File: config.mk
export PLATFORM = sky130hd
export DESIGN_NAME = qcw_sequencer
export DESIGN_NICKNAME = d
export VERILOG_FILES = /design/src/rtl/qcw_sequencer.sv
export SDC_FILE = /design/constraint.sdc
export NUM_CORES = 1
export LEC_CHECK = 0
export CAP_MARGIN = 5
export CORE_MARGIN = 2
export CORE_UTILIZATION = 35
export CTS_CLUSTER_DIAMETER = 80
export CTS_CLUSTER_SIZE = 40
export DETAILED_ROUTE_END_ITERATION = 10
export PLACE_DENSITY = 0.6
export REMOVE_ABC_BUFFERS = 1
export SYNTH_ARGS = -nofsm -noshare
export SYNTH_HDL_FRONTEND = slang
export SYNTH_SLANG_ARGS = --single-unit
File: constraint.sdc
create_clock -name system_clk -period 3.8 [get_ports system_clk]
set_clock_uncertainty 0.2 [all_clocks]
set_input_delay 1.14 -clock system_clk [delete_from_list [all_inputs] [get_ports system_clk]]
set_output_delay 1.14 -clock system_clk [all_outputs]
set_load 0.02 [all_outputs]
File: src/rtl/qcw_sequencer.sv
// QCW burst sequencer: start pulse, saturating linear setpoint ramp, done pulse,
// enforced off-time between bursts and lockout after repeated over-current aborts.
module qcw_sequencer #(
  parameter int TICK_DIV        = 16,
  parameter int COOLDOWN_CYCLES = 1000000,
  parameter int FAULT_LIMIT     = 3
) (
  input  logic        system_clk,
  input  logic        reset,
  input  logic        enable,
  input  logic        trigger,
  input  logic        clear_fault,
  input  logic [19:0] pulse_len,
  input  logic [9:0]  ramp_inc,
  input  logic        qcw_halt,
  output logic        qcw_start,
  output logic        qcw_done,
  output logic        qcw_active,
  output logic [9:0]  power_setpoint,
  output logic [3:0]  fault_count,
  output logic        lockout
);

  localparam int TW = $clog2(TICK_DIV + 1);
  localparam int CW = $clog2(COOLDOWN_CYCLES + 1);

  typedef enum logic [2:0] {
    S_IDLE     = 3'd0,
    S_START    = 3'd1,
    S_RAMP     = 3'd2,
    S_ABORT    = 3'd3,
    S_DONE     = 3'd4,
    S_COOLDOWN = 3'd5,
    S_LOCKOUT  = 3'd6
  } state_t;

  state_t          state_r;
  state_t          state_nx;
  logic [19:0]     plen_r;
  logic [9:0]      inc_r;
  logic [19:0]     cyc_r;
  logic [TW-1:0]   tick_r;
  logic [CW-1:0]   cd_r;
  logic [19:0]     plen_eff_s;
  logic [10:0]     sum_s;
  logic [9:0]      sat_s;
  logic [TW-1:0]   tick_inc_s;

  // Ramp arithmetic: 11-bit sum clamped to full scale, and the next step-tick value
  always_comb begin
    plen_eff_s = (plen_r == 20'd0) ? 20'd1 : plen_r;
    sum_s      = {1'b0, power_setpoint} + {1'b0, inc_r};
    sat_s      = sum_s[10] ? 10'd1023 : sum_s[9:0];
    tick_inc_s = tick_r + TW'(1);
  end

  // State register
  always_ff @(posedge system_clk or posedge reset) begin
    if (reset) begin
      state_r <= S_IDLE;
    end else begin
      state_r <= state_nx;
    end
  end

  // Next-state logic; halt outranks enable-drop, which outranks normal completion
  always_comb begin
    state_nx = state_r;
    case (state_r)
      S_IDLE: begin
        if (enable && trigger) state_nx = S_START;
        else                   state_nx = S_IDLE;
      end
      S_START: state_nx = S_RAMP;
      S_RAMP: begin
        if (qcw_halt)                  state_nx = S_ABORT;
        else if (!enable)              state_nx = S_DONE;
        else if (cyc_r >= plen_eff_s)  state_nx = S_DONE;
        else                           state_nx = S_RAMP;
      end
      S_ABORT: begin
        if (fault_count >= 4'(FAULT_LIMIT)) state_nx = S_LOCKOUT;
        else                                state_nx = S_COOLDOWN;
      end
      S_DONE: state_nx = S_COOLDOWN;
      S_COOLDOWN: begin
        if (cd_r >= CW'(COOLDOWN_CYCLES)) state_nx = S_IDLE;
        else                              state_nx = S_COOLDOWN;
      end
      S_LOCKOUT: begin
        if (clear_fault) state_nx = S_IDLE;
        else             state_nx = S_LOCKOUT;
      end
      default: state_nx = S_IDLE;
    endcase
  end

  // Registered outputs and datapath, all computed from the state being entered
  always_ff @(posedge system_clk or posedge reset) begin
    if (reset) begin
      qcw_start      <= 1'b0;
      qcw_done       <= 1'b0;
      qcw_active     <= 1'b0;
      lockout        <= 1'b0;
      power_setpoint <= 10'd0;
      fault_count    <= 4'd0;
      plen_r         <= 20'd0;
      inc_r          <= 10'd0;
      cyc_r          <= 20'd0;
      tick_r         <= '0;
      cd_r           <= '0;
    end else begin
      qcw_start  <= (state_nx == S_START);
      qcw_done   <= (state_nx == S_ABORT) || (state_nx == S_DONE);
      qcw_active <= (state_nx == S_RAMP);
      lockout    <= (state_nx == S_LOCKOUT);

      if (state_nx == S_START) begin
        plen_r <= pulse_len;
        inc_r  <= ramp_inc;
      end else begin
        plen_r <= plen_r;
        inc_r  <= inc_r;
      end

      // cyc_r counts RAMP cycles including the one being entered
      if (state_nx == S_RAMP) begin
        cyc_r <= cyc_r + 20'd1;
        if (tick_inc_s == TW'(TICK_DIV)) begin
          tick_r         <= '0;
          power_setpoint <= sat_s;
        end else begin
          tick_r         <= tick_inc_s;
          power_setpoint <= power_setpoint;
        end
      end else begin
        cyc_r          <= 20'd0;
        tick_r         <= '0;
        power_setpoint <= 10'd0;
      end

      if (state_nx == S_COOLDOWN) begin
        cd_r <= (state_r == S_COOLDOWN) ? cd_r + CW'(1) : CW'(1);
      end else begin
        cd_r <= '0;
      end

      if (state_nx == S_ABORT) begin
        fault_count <= (fault_count == 4'd15) ? 4'd15 : fault_count + 4'd1;
      end else if (state_nx == S_DONE) begin
        fault_count <= 4'd0;
      end else if ((state_r == S_LOCKOUT) && (state_nx == S_IDLE)) begin
        fault_count <= 4'd0;
      end else begin
        fault_count <= fault_count;
      end
    end
  end

endmodule

---- Yosys cells after proc, flatten, opt, wreduce, memory -nomap -nowiden ----
Cells that the tools add are included.
word-level totals
  register bits after elaboration ......... 96
  input port bits ......................... 36
  output and inout port bits .............. 18
  logic and storage cells ................. 63
operators by class
  add/subtract/negate cells ............... 5
  $lt $le $gt $ge ......................... 3
  equality and inequality tests ........... 15
  multiplexer cells ....................... 21
  reduce and logical (&&, ||, !) cells .... 7
operators by type and width
  kind                                                 count
  2-to-1 mux 20 bit                                    4
  adder 20 x 1 -> 20 bit, second input constant        2
  2-to-1 mux 10 bit                                    3
  case mux 3 bit (7 select lines)                      1
  >= comparator 20 bit                                 1
  >= comparator 20 bit, second input constant          1
  logical NOT 20 bit                                   1
  == test 3 bit, second input constant                 6
  2-to-1 mux 4 bit                                     4
  2-to-1 mux 3 bit                                     5
  == test 3 x 2 -> 1 bit, second input constant        4
  adder 10 x 10 -> 11 bit                              1
  2-to-1 mux 5 bit                                     2
  == test 3 x 1 -> 1 bit, second input constant        2
  logical NOT 3 bit                                    2
  adder 5 x 1 -> 5 bit, second input constant          1
  == test 5 bit, second input constant                 1
  adder 4 x 1 -> 4 bit, second input constant          1
  == test 4 bit, second input constant                 1
  >= comparator 4 x 2 -> 1 bit, second input constant  1
  nonzero test 3 bit                                   1
  logical AND 1 bit                                    2
  2-to-1 mux 2 bit                                     1
  != test 2 x 1 -> 1 bit, second input constant        1
  other kinds (2)                                      2

---- Depth between registers and ports, before layout ----
Gate-level depths: netlist of the first run.
  word-level depth ........................ 12
  gate-level depth with buffers ........... 11
  depth with buffers taken out ............ 10

---- Least setup slack after synthesis of the first run ----
OpenSTA, ideal clock, no wires.
  path type ............................... register to register
  start point ............................. reg plen_r[10]
  end point ............................... reg tick_r[0]
  setup time .............................. 0.133 ns
  arrival ................................. 2.346 ns
  required time ........................... 3.467 ns
  path slack .............................. 1.121 ns
  cell stages (with the launch flop) ...... 12
  buffers on the path ..................... 1
  clock period less this slack ............ 2.679 ns
  path through ............................ dfrtp_1 > nor4_1 > nand4_1 > o41ai_1 > ha_1 > nor2b_1 > o21ai_0 > a41oi_1 > o41a_1 > a21oi_4 > buf_2 > nor3_1
on the way
  longest elaborated chain between the ends .. 9
ends and longest elaborated chain
  element                              RTL line  RTL
  start, declared                      39        logic [19:0] plen_r;
  start signal, assigned               119       plen_r <= pulse_len;
  start signal, assigned               122       plen_r <= plen_r;
  logical NOT 20 bit                   51        plen_eff_s = (plen_r == 20'd0) ? 20'd1 : plen_r;
  2-to-1 mux 20 bit (*)                51
  >= comparator 20 bit (*)             78        else if (cyc_r >= plen_eff_s) state_nx = S_DONE;
  2-to-1 mux 3 bit (*)                 78
  2-to-1 mux 3 bit (*)                 77        else if (!enable) state_nx = S_DONE;
  2-to-1 mux 3 bit (*)                 76        if (qcw_halt) state_nx = S_ABORT;
  case mux 3 bit (7 select lines) (*)  69        case (state_r)
  == test 3 x 2 -> 1 bit (*)           127       if (state_nx == S_RAMP) begin
  2-to-1 mux 5 bit (*)                 127
  end signal, assigned                 133       tick_r <= tick_inc_s;
  end, declared                        42        logic [TW-1:0] tick_r;
Every way passes the cells marked *; elsewhere a longest branch is shown, timed or not.
A chain may end at the register's enable or synchronous reset.

---- Worst setup path in the final report of the first run ----
  start point ............................. reg plen_r[1]
  end point ............................... reg tick_r[0]
Same word-level chain as after synthesis.

==> results of run 1 <==
cells by family after synthesis:
logic type / count (synthesis)
flops: 96
compound gates: 92
fa+ha+maj: 36
simple gates: 215
mux: 11
xor+xnor: 40
buf+inv: 52
power breakdown:
group          leakage, nW  internal [W]  switching, W  total [W]
clock                0.134      0.000471      0.000412   0.000883
sequential            1.23       0.00104    0.00000925    0.00105
combinational         1.38     0.0000546     0.0000541   0.000109
stage by stage:
step / std cells / setup WS [ps] / utilization [%] / hold WS [ps]
after CTS: 787 / 431 / 43.1 / 302
final: 787 / 392 / 43.1 / 297
after global placement: 771 / 647 / 41.1 / 284
after floorplan: 528 / -132 / - / 260
after global routing: 787 / 145 / 43.1 / 336
after detailed placement: 771 / 460 / 41.1 / 293
synthesized netlist by cell type, types with 2 or more instances:
cell	instances	area, sq um
and3_1	10	62.6
mux2i_1	2	20.0
buf_2	7	35.0
a21o_1	3	22.5
nor4_1	8	50.1
or3_1	3	18.8
nand2_1	56	210
dfrtp_1	96	2400
nor2_1	71	267
inv_1	38	143
and4_1	4	35.0
clkbuf_1	7	26.3
nor4_2	2	25.0
mux2_2	9	101
xor2_1	18	158
ha_1	35	438
xnor2_1	22	193
and2_1	4	25.0
a21oi_1	18	90.1
nand3_1	14	70.1
nand3b_1	3	22.5
o21ai_0	35	175
a41oi_1	2	17.5
o41ai_1	2	17.5
o21a_1	3	22.5
o2111ai_1	2	17.5
nand4_1	8	50.1
a211o_1	2	17.5
nor4b_1	2	17.5
o22ai_1	8	50.1
nor2b_1	11	68.8
nand2b_1	5	31.3
nor3_1	12	60.1
a31oi_1	5	31.3
per-layer routing:
metal / vias to the layer above / GRT usage, % / share of wire [%]
li1: 1985 / - / -
met1: 1936 / 20.7 / 48
met2: 74 / 23.7 / 48
met3: 15 / 2.35 / 2.7
met4: 0 / 6.01 / 2.0
met5: - / 0 / 0
layout make-up:
class / instances / area [sq um] / area share, %
clock buffer: 10 / 239 / 3.85
multi-input combinational: 394 / 2550 / 41.0
timing repair buffer: 59 / 601 / 9.66
clock inverter: 6 / 51.3 / 0.825
tap: 184 / 230 / 3.70
inverter: 38 / 145 / 2.34
sequential: 96 / 2400 / 38.7
registers in the layout, indices dropped and copies added (netlist names), 3 cells and up:
register / count
state_r: 3
plen_r: 20
fault_count: 4
inc_r: 10
power_setpoint: 10
cyc_r: 20
cd_r: 20
tick_r: 5
cell usage in the layout (no fill, tap or decap), types with 5 or more instances in the layout:
cell type,count
xnor2_1,22
nand2_1,56
nand4_1,8
and3_1,10
dfrtp_1,96
nor2b_1,11
a21oi_1,18
nand2b_1,5
clkbuf_16,9
ha_1,35
nand3_1,14
mux2_2,9
inv_1,37
nor3_1,12
nor2_1,71
xor2_1,18
clkdlybuf4s50_1,53
a31oi_1,5
o22ai_1,8
nor4_1,8
o21ai_0,35
worst max path at each step:
stage,start,to,slack [ps],cells after the start
finish,plen_r[1]$_DFFE_PP0P_,tick_r[0]$_DFF_PP0_,390,11
global route,plen_r[10]$_DFFE_PP0P_,tick_r[0]$_DFF_PP0_,150,11
CTS,plen_r[1]$_DFFE_PP0P_,tick_r[0]$_DFF_PP0_,430,11
detailed placement,plen_r[1]$_DFFE_PP0P_,tick_r[0]$_DFF_PP0_,460,11
global placement,plen_r[1]$_DFFE_PP0P_,tick_r[0]$_DFF_PP0_,650,11
floorplan,trigger,inc_r[0]$_DFFE_PP0P_,-130,3
==> flow_summary.ini, run 1 <==
[placed_design]
place_area_sq_um = 5920
place_congestion = 0.882
io_buffers = 53
dp_hpwl_mm = 8.11

[power]
power.leakage_nw = 2.74
vdd_drop_max_v = 0.000176
power.density_nw_per_um2 = 328
power_w = 0.00204

[detailed_routing]
drt_iter0_markers = 207
dr.pass1.iters = 5
wl_per_cell_um = 14.0
ant_nets = 0
drc = 0
via_per_inst = 5.10
vias = 4010
wirelength_mm = 11.1

[setup_path]
setup.worst_path.class = flip-flop to flip-flop
cp_max_fo = 13
cpLargestDelayFamily = compound AO/OA/AOI/OAI gates
path_cells = nor4_1, nand4_1, o41ai_1, ha_1, nor2b_1, o21ai_0, a41oi_1, o41a_1, a21oi_4, buf_4, nor3_1
rrSetupSlack_ps = 390
reg2reg_depth = 11
critPathSlowestCell = o41a_1
arrival_ps = 3400
start_kind = flip-flop
worstPathRequired_ps = 3790
r2r_start = plen_r[1]$_DFFE_PP0P_
cp_slowest_stage_delay_ps = 490
crit_path_end_kind = flip-flop
timing.rr.end = tick_r[0]$_DFF_PP0_
crit_buf_inv = 1

[layout]
post-route-cell-area_sq_um = 6210
diodes = 0
fill_cells = 1393
areaGrowthSynthToFinish_pct = 20.8
fin_nets = 670
drive_above_1_share_pct = 6.30

[synth]
synthSimpleGateAreaFrac_pct = 20.0
async_flop_share_pct = 100
synth.distinct_cells = 49
synth_xor_area_share_pct = 6.81
yosys_warnings = 0
synth_seq_area_share_pct = 46.7
synthFlopType = dfrtp_1
synth_edf_count = 0
ys_ff_latch = 96
yosys.area_share.adder_pct = 8.90
postSynthAreaPerCell_sq_um = 9.49
syn_inst = 542
syn_area_sq_um = 5140
synth_compound_area_share_pct = 11.3
synth_top_family_by_area = simple AND/OR/NAND/NOR gates
synthMuxAreaShare_pct = 2.36

[clock_network]
cts-root-buf = clkbuf_16
clock_path_buffers = 2
cts_hold_buf = 0
cts_setup_buffers = 0
clock_sinks = 96
h-tree-depth = 3
cts_tree = done
clkLatencyLatePin_ps = 350
cts_buffers = 9
clkTransAtPathRegs_ps = 70
ctsResizeCount = 0

[global_route]
track_usage_pct = 15.0
grt-ovfl-total = 0
antenna_found_initial = 0
grt_pass1_vias = 4096
grt_max_degree = 50
grt_pass1_wl_mm = 19.5

[timing]
finalSetupViolCount = 0
finalCriticalPeriod_ps = 3410
finalHoldViolCount = 0
final-max-slew-violation-count = 0
rsz0062_at_grt = false
max_clock_freq_mhz = 293
setup_tns_ps = 0
worst-slew-pin-transition_ps = 766
fin_crit_sh_pct = 89.7
max_slew_margin_pct = 48.8

[floorplanning]
die_area_sq_um = 15700
die_width_um = 125
core_area_sq_um = 14400
rows = 44
start_util_pct = 35.7
die_h_um = 125
io_pins = 54

[outcome]
outcome = finished, final reports clean

[hold_path]
hp-start = tick_r[0]$_DFF_PP0_
hp-class = flip-flop to flip-flop
hold_end = tick_r[0]$_DFF_PP0_
min_path_cells = 1

[flow_run]
maxCapViolations = 0
(Power assumes the default switching activity.)
==> inputs of run 2 (changes only) <==
- DONT_BUFFER_PORTS: default -> 1
- PLACE_DENSITY: 0.6 -> 0.55
==> flow_summary.ini, run 2 (synthesized netlist as in run 1, its figures left out) <==
[layout]
diodes = 0
multiInputGateArea_sq_um = 2550
seqCellArea_sq_um = 2400
final_util_pct = 39.3
drive_above_1_share_pct = 7.23
fin_cells = 737
areaGrowthSynthToFinish_pct = 10.2
final_common_cell = dfrtp_1
top_regs = cd_r: 20 flops, cyc_r: 20 flops, plen_r: 20 flops
fin_nets = 620
final_cell_mix = dfrtp_1 (96), nor2_1 (71), nand2_1 (56), inv_1 (37)
fill_cells = 1449

[timing]
max_clock_freq_mhz = 305
finalSetupViolCount = 0
final-max-slew-violation-count = 0
finalCriticalPeriod_ps = 3280
finalWorstSetupSlack_ps = 525
max_slew_margin_pct = 45.7
finalHoldViolCount = 0
fin_crit_sh_pct = 86.2
rsz0062_at_grt = false
worst-slew-pin-transition_ps = 812

[setup_path]
setup.worst_path.class = flip-flop to flip-flop
cp_max_fo = 15
worstPathRequired_ps = 3790
crit_buf_inv = 1
cpLargestDelayFamily = compound AO/OA/AOI/OAI gates
critPathSlowestCell = o41a_1
start_kind = flip-flop
arrival_ps = 3270
path_cells = nor4_1, nand4_1, o41ai_1, ha_1, nor2b_1, o21ai_0, a41oi_1, o41a_1, a21oi_4, buf_4, nor3_1
crit_path_end_kind = flip-flop
cp_slowest_stage_delay_ps = 490

[clock_network]
clkLatencyLatePin_ps = 340
ctsResizeCount = 0
cts_hold_buf = 0
clkTransAtPathRegs_ps = 70
cts_setup_buffers = 0
cts-root-buf = clkbuf_16
clock_sinks = 96
cts_buffers = 9
clock_path_buffers = 2
cts_tree = done
h-tree-depth = 3

[global_route]
track_usage_pct = 14.7
grt_max_degree = 53
grt-ovfl-total = 0
antenna_found_initial = 1
grt_pass1_wl_mm = 18.9
grt_pass1_vias = 3800

[floorplanning]
core_area_sq_um = 14400
die_width_um = 125
io_pins = 54
die_area_sq_um = 15700
rows = 44
start_util_pct = 35.7
die_h_um = 125

[placed_design]
placed_cells = 721
pre_cts_slack_ps = 444
place_congestion = 0.796
dp_hpwl_mm = 8.24
io_buffers = 0

[detailed_routing]
ant_nets = 0
dr.pass1.iters = 4
wirelength_mm = 11.1
via_per_inst = 5.16
drc = 0
drt_iter0_markers = 214
wl_per_cell_um = 15.0
vias = 3800

[power]
power.leakage_nw = 2.54
power.density_nw_per_um2 = 346
vdd_drop_max_v = 0.000193
power_w = 0.00196

[outcome]
outcome = finished, final reports clean

[flow_run]
maxCapViolations = 0

[hold_path]
hp-class = flip-flop to flip-flop
-- run 2: final timing paths --
| path | start | end | slack, ps | cells after the start |
|---|---|---|---|---|
| worst max register to register | plen_r[6]$_DFFE_PP0P_ | tick_r[0]$_DFF_PP0_ | 520 | 11 |
| worst min register to register | tick_r[0]$_DFF_PP0_ | tick_r[0]$_DFF_PP0_ | 300 | 1 |
| max in group asynchronous | reset | inc_r[3]$_DFFE_PP0P_ | 2130 | 2 |
| worst max-delay path | plen_r[6]$_DFFE_PP0P_ | tick_r[0]$_DFF_PP0_ | 520 | 11 |
| min in group asynchronous | reset | cd_r[5]$_DFF_PP0_ | 530 | 1 |
| worst min-delay path | tick_r[0]$_DFF_PP0_ | tick_r[0]$_DFF_PP0_ | 300 | 1 |
-- run 2: through the flow --
step,cell area [sq um],setup TNS (ps),hold WS [ps]
final,5670,0,298
after global routing,5670,0,330
after CTS,5670,0,310
after detailed placement,5390,0,294
after global placement,5390,0,283
after floorplan,5080,-5540,260
-- run 2: power by group --
group	leakage, nW	switching [W]	internal, W
Clock	0.128	0.000387	0.000459
Sequential	1.23	0.0000103	0.00104
Combinational	1.18	0.0000455	0.0000218
Total	2.54	0.000442	0.00152
-- run 2: layout make-up --
type | instances | area share, %
multi-input combinational | 394 | 44.9
clock inverter | 5 | 0.574
tap | 184 | 4.06
inverter | 38 | 2.56
clock buffer | 11 | 4.28
timing repair buffer | 9 | 1.19
sequential | 96 | 42.4
-- run 2: per-layer routing --
layer | track usage, % | up-vias | routed length, um
met5 | 0 | - | 13
met4 | 5.56 | 2 | 211
met3 | 3.98 | 19 | 536
li1 | - | 1879 | -
met2 | 23.4 | 56 | 5060
met1 | 19.3 | 1844 | 5240
